--- src/rtl/param_mode_counter_pkg.sv ---
// Shared mode encoding for the parametrised multi-mode counter.
package param_mode_counter_pkg;

  typedef logic [1:0] mode_t;

  localparam mode_t MODE_UP   = 2'b00;
  localparam mode_t MODE_DOWN = 2'b01;
  localparam mode_t MODE_STEP = 2'b10;
  localparam mode_t MODE_LOAD = 2'b11;

endpackage

--- src/rtl/param_mode_counter_if.sv ---
// Control/count bundle between a stimulus master and the counter.
interface param_mode_counter_if
  import param_mode_counter_pkg::*;
#(
  parameter int WIDTH = 4
);
  logic             en;
  mode_t            MODO;
  logic [WIDTH-1:0] a;
  logic [WIDTH-1:0] b;
  logic [WIDTH-1:0] lim;
  logic [WIDTH-1:0] c;
  logic             rco;

  modport master (output en, MODO, a, b, lim, input c, rco);
  modport slave  (input en, MODO, a, b, lim, output c, rco);
endinterface

--- src/rtl/param_mode_counter_next.sv ---
// Combinational next-count and carry for the four counter modes.
// PARAM_MODE_COUNTER_SAT_EN selects clamping instead of wrapping.
module param_mode_counter_next
  import param_mode_counter_pkg::*;
#(
  parameter int WIDTH = 4
) (
  input  logic [WIDTH-1:0] c,
  input  mode_t            modo,
  input  logic [WIDTH-1:0] a,
  input  logic [WIDTH-1:0] b,
  input  logic [WIDTH-1:0] lim,
  output logic [WIDTH-1:0] c_next,
  output logic             carry
);

`ifdef PARAM_MODE_COUNTER_SAT_EN
  localparam bit SAT = 1'b1;
`else
  localparam bit SAT = 1'b0;
`endif

  localparam logic [WIDTH-1:0] ONE = 1;

  logic [WIDTH:0] step_s;
  logic [WIDTH:0] sum;
  logic [WIDTH:0] wrap_v;

  always_comb begin
    step_s = (b < lim) ? {1'b0, b} : {1'b0, lim};
    sum    = {1'b0, c} + step_s;
    wrap_v = sum - {1'b0, lim} - {{WIDTH{1'b0}}, 1'b1};
    c_next = c;
    carry  = 1'b0;

    if (modo == MODE_LOAD) begin
      c_next = (a < lim) ? a : lim;
    end else if (c > lim) begin
      // lim was lowered under a running count
      c_next = SAT ? lim : '0;
      carry  = 1'b1;
    end else begin
      case (modo)
        MODE_UP: begin
          if (c == lim) begin
            c_next = SAT ? lim : '0;
            carry  = 1'b1;
          end else begin
            c_next = c + ONE;
          end
        end
        MODE_DOWN: begin
          if (c == '0) begin
            c_next = SAT ? '0 : lim;
            carry  = 1'b1;
          end else begin
            c_next = c - ONE;
          end
        end
        default: begin
          // lim=0 clamps the step to zero, yet a nonzero step still wraps
          if (b == '0) begin
            c_next = c;
          end else if (lim == '0) begin
            c_next = '0;
            carry  = 1'b1;
          end else if (sum > {1'b0, lim}) begin
            c_next = SAT ? lim : wrap_v[WIDTH-1:0];
            carry  = 1'b1;
          end else begin
            c_next = sum[WIDTH-1:0];
          end
        end
      endcase
    end
  end

endmodule

--- src/rtl/param_mode_counter.sv ---
// Multi-mode counter top: count/rco registers, enable gating, async reset.
// Saturating behaviour is built in when PARAM_MODE_COUNTER_SAT_EN is defined.
module param_mode_counter
  import param_mode_counter_pkg::*;
#(
  parameter int WIDTH   = 4,
  parameter int RST_VAL = 0
) (
  input  logic               clk,
  input  logic               rst,
  param_mode_counter_if.slave bus
);

  localparam logic [WIDTH-1:0] RST_C = RST_VAL[WIDTH-1:0];

  logic [WIDTH-1:0] c_q, c_d, c_nxt;
  logic             rco_q, rco_d, carry;

  param_mode_counter_next #(.WIDTH(WIDTH)) u_next (
    .c      (c_q),
    .modo   (bus.MODO),
    .a      (bus.a),
    .b      (bus.b),
    .lim    (bus.lim),
    .c_next (c_nxt),
    .carry  (carry)
  );

  always_comb begin
    c_d   = c_q;
    rco_d = 1'b0;
    if (bus.en) begin
      c_d   = c_nxt;
      rco_d = carry;
    end
  end

  always_ff @(posedge clk or negedge rst) begin
    if (!rst) begin
      c_q   <= RST_C;
      rco_q <= 1'b0;
    end else begin
      c_q   <= c_d;
      rco_q <= rco_d;
    end
  end

  assign bus.c   = c_q;
  assign bus.rco = rco_q;

endmodule

--- src/flat_wrapper.sv ---
// flat-port wrapper written by rule: the top's interface ports become plain ports
module param_mode_counter_flat import param_mode_counter_pkg::*;
#(
  parameter int WIDTH   = 4,
  parameter int RST_VAL = 0
)
  (clk, rst, bus_en, bus_MODO, bus_a, bus_b, bus_lim, bus_c, bus_rco);
  param_mode_counter_if #(.WIDTH(WIDTH)) bus_i ();
  input  logic clk;
  input  logic rst;
  input wire logic [$bits(bus_i.en)-1:0] bus_en;
  input wire logic [$bits(bus_i.MODO)-1:0] bus_MODO;
  input wire logic [$bits(bus_i.a)-1:0] bus_a;
  input wire logic [$bits(bus_i.b)-1:0] bus_b;
  input wire logic [$bits(bus_i.lim)-1:0] bus_lim;
  output wire logic [$bits(bus_i.c)-1:0] bus_c;
  output wire logic [$bits(bus_i.rco)-1:0] bus_rco;
  assign bus_i.en = bus_en;
  assign bus_i.MODO = bus_MODO;
  assign bus_i.a = bus_a;
  assign bus_i.b = bus_b;
  assign bus_i.lim = bus_lim;
  assign bus_c = bus_i.c;
  assign bus_rco = bus_i.rco;
  param_mode_counter #(.WIDTH(WIDTH), .RST_VAL(RST_VAL)) u_core (.clk(clk), .rst(rst), .bus(bus_i));
endmodule
--- config.mk ---
export PLATFORM = sky130hd
export DESIGN_NAME = param_mode_counter_flat
export DESIGN_NICKNAME = d
export VERILOG_FILES = /design/src/rtl/param_mode_counter_pkg.sv /design/src/rtl/param_mode_counter_if.sv /design/src/rtl/param_mode_counter_next.sv /design/src/rtl/param_mode_counter.sv /design/src/flat_wrapper.sv
export SDC_FILE = /design/constraint.sdc
export NUM_CORES = 1
export LEC_CHECK = 0
export CAP_MARGIN = 30
export CORE_MARGIN = 4
export CORE_UTILIZATION = 52
export CTS_BUF_LIST = sky130_fd_sc_hd__clkbuf_8
export CTS_CLUSTER_SIZE = 12
export DETAILED_ROUTE_END_ITERATION = 8
export GPL_ROUTABILITY_DRIVEN = 0
export HOLD_SLACK_MARGIN = 0.08
export PLACE_DENSITY = 0.83
export SLEW_MARGIN = 20
export SYNTH_ARGS = -nofsm -noshare
export SYNTH_HDL_FRONTEND = slang
export SYNTH_SLANG_ARGS = --single-unit
--- constraint.sdc ---
create_clock -name clk -period 6.05 [get_ports clk]
set_input_delay 1.815 -clock clk [delete_from_list [all_inputs] [get_ports clk]]
set_output_delay 1.815 -clock clk [all_outputs]
set_load 0.02 [all_outputs]
==> summary.txt <==
setup_tns: 0 ns
Vias: 1,450
Final Total Pwr: 753 uW
DR iter-0 viols: 118
Tmin final: 5.82 ns
Port Buf Inserts: 21
Synth async-reset ratio: 1.00
Synth Area in Simple Gates: 0.208
leakage dissipation: 0.000720 uW
share of cells above drive strength 1: 0.0847
DP Worst Slack: 0.0589 ns
cts repair resizes: 0
HP Class: flop to flop
Post-Syn Nets: 202
RSZ-0062 raised after global routing: no
CP Max Fanout: 5
root buf cell: clkbuf_8
ANT cells: 0
PD cells: 471 nW/um^2
Area contributors post-synth: ha_1 (21%), dfrtp_1 (9.8%), inv_1 (5.0%)
max-slew violations: 0
initial core utilization: 0.562
final setup fails: 0
hold_ws: 0.716 ns
leading cell types in the layout, fill and taps excluded: ha_1 (21), clkdlybuf4s50_1 (21), inv_1 (18)
Ys Warns: 0
clk_skew: 0.00444 ns
largest family of logic cells by synthesized area: compound AO/OA/AOI/OAI gates
final hold vios: 0
GR Overflow Total: 0
Total Routing Usage GR: 0.240
detailed-route wire length per cell: 18.3 microns
Worst setup EP type: flop
ys flop type: dfrtp_1
crit path kind: input port to flop
FP Rows: 17
CP required: 6.12 ns
FMAX: 172 MHz
initial antenna violation count: 0
worst slew pin tran: 0.563 ns
Clock Latency Late Sink: 0.23 ns
core area: 2280 sq um
# DRC: 0
first-pass GRT wire length: 6280 microns
clock buffer depth: 2
Via-to-Cell Ratio: 6.68
postcts setup bufs: 0
H-tree depth: 1
MaxCap Viol Count: 0
Critical Path AT: 5.89 ns
die height: 57.6 microns
max_slew headroom: 0.624
CTS tree: yes
chip width: 57.6 microns
# fillers: 207
Tcrit/Tclk final: 0.962
cts bufs inserted: 3
cell taking the most area after synthesis: ha_1
I/O Pins: 22
CTS sink cnt: 5
status: complete, no violations
total routed wirelength: 3980 microns
DP Wirelength: 3230 microns
Cell Area, Synth: 1280 sq um
post-route ant nets: 0
Compound-Gate Fraction of Synth Area: 0.296
Synth top area share: 0.205
Netlist cell types: 46
mux contribution to synthesized area: 0.0655
setup ws final: 0.232 ns
Initial DRT Pass Iterations: 5
Synth-to-Final Area Change: 25.0%
CTS Hold Buffers Added: 0
post-synthesis cell count: 162
Startpoint Class: input port
CTS clk-pin slew, worst paths: 0.04 ns
adder-cell area share of the yosys netlist: 0.237
largest net degree at the start of global routing: 14
sequential area share after synthesis: 0.0978
syn avg cell area: 7.90 sq um
die footprint: 3320 sq um
Post-synth EDFFs: 0
XOR/XNOR share of the synthesized area: 0.0342
nets@finish: 230
#FFs+latches synth: 5
number of global-route vias before repair: 1,367
Max IR drop VDD: 398 uV
==> Yosys cell counts (all sizes together), types with 3 or more instances <==
| library cell | n |
|---|---|
| o21ai | 4 |
| nor2 | 8 |
| ha | 21 |
| inv | 17 |
| a21oi | 13 |
| clkbuf | 4 |
| a31oi | 5 |
| nor4 | 3 |
| nand2 | 12 |
| nand2b | 5 |
| a21o | 5 |
| mux2 | 3 |
| nand3 | 4 |
| nor3 | 3 |
| mux2i | 5 |
| a211oi | 5 |
| o211ai | 3 |
| dfrtp | 5 |
| xnor2 | 3 |
==> cells by family after synthesis <==
family	after synthesis
compound gates	52
xor+xnor	5
fa+ha+maj	23
buf+inv	21
flops	5
mux	8
simple gates	48
==> critical path, stage by stage <==
cell and delay (ns):
clkdlybuf4s50_1 0.49, inv_1 0.07, ha_1 0.29, a21o_1 0.16, a21o_1 0.19, a21oi_2 0.26, mux2_2 0.21, ha_1 0.18
inv_1 0.07, fa_1 0.42, xnor2_1 0.30, ha_1 0.35, and4_1 0.24, nor2_1 0.21, a211oi_1 0.12, o31ai_1 0.32
o311ai_0 0.21
==> layer usage <==
layer,part of all wire,track usage,up-vias
li1,-,-,677
met1,0.40,0.290,679
met2,0.48,0.408,78
met3,0.089,0.0535,16
met4,0.031,0.0993,0
met5,0,0,-
==> flip-flops by register name, indices dropped and copies added, names as in the netlist <==
register        cells
u_core.bus.c        4
u_core.bus.rco      1
==> path summary, 6_finish.rpt <==
| kind | start | end | slack [ns] | cells after the start |
|---|---|---|---|---|
| worst max-delay path | bus_lim[1] | u_core.bus.c[1]$_DFFE_PN0P_ | 0.23 | 17 |
| worst min-delay path | u_core.bus.c[0]$_DFFE_PN0P_ | u_core.bus.c[0]$_DFFE_PN0P_ | 0.72 | 2 |
| worst max register to register | u_core.bus.c[1]$_DFFE_PN0P_ | u_core.bus.c[1]$_DFFE_PN0P_ | 2.89 | 9 |
| worst min register to register | u_core.bus.c[0]$_DFFE_PN0P_ | u_core.bus.c[0]$_DFFE_PN0P_ | 0.72 | 2 |
| max in group asynchronous | rst | u_core.bus.c[1]$_DFFE_PN0P_ | 4.04 | 1 |
| min in group asynchronous | rst | u_core.bus.c[2]$_DFFE_PN0P_ | 1.81 | 1 |
==> power breakdown <==
group	internal, uW	switching [uW]
clock	43.9	20.6
sequential	49.3	47.2
combinational	264	328
total	357	396
==> per-stage QoR <==
stage	area, sq um	utilization	instances
2_1_floorplan	1280	-	162
3_3_place_gp	1560	0.683	213
3_5_place_dp	1560	0.683	213
4_1_cts	1600	0.703	217
5_1_grt	1600	0.703	217
6_report	1600	0.703	217
==> final cells by class <==
type | count | area (sq um) | area share
clock buffer | 3 | 41.3 | 0.0258
clock inverter | 1 | 3.75 | 0.00235
inverter | 17 | 63.8 | 0.0399
multi-input combinational | 136 | 1080 | 0.672
sequential | 5 | 125 | 0.0782
tap | 28 | 35.0 | 0.0219
timing repair buffer | 27 | 255 | 0.160
Note: power is estimated with default switching activity, not from simulation.
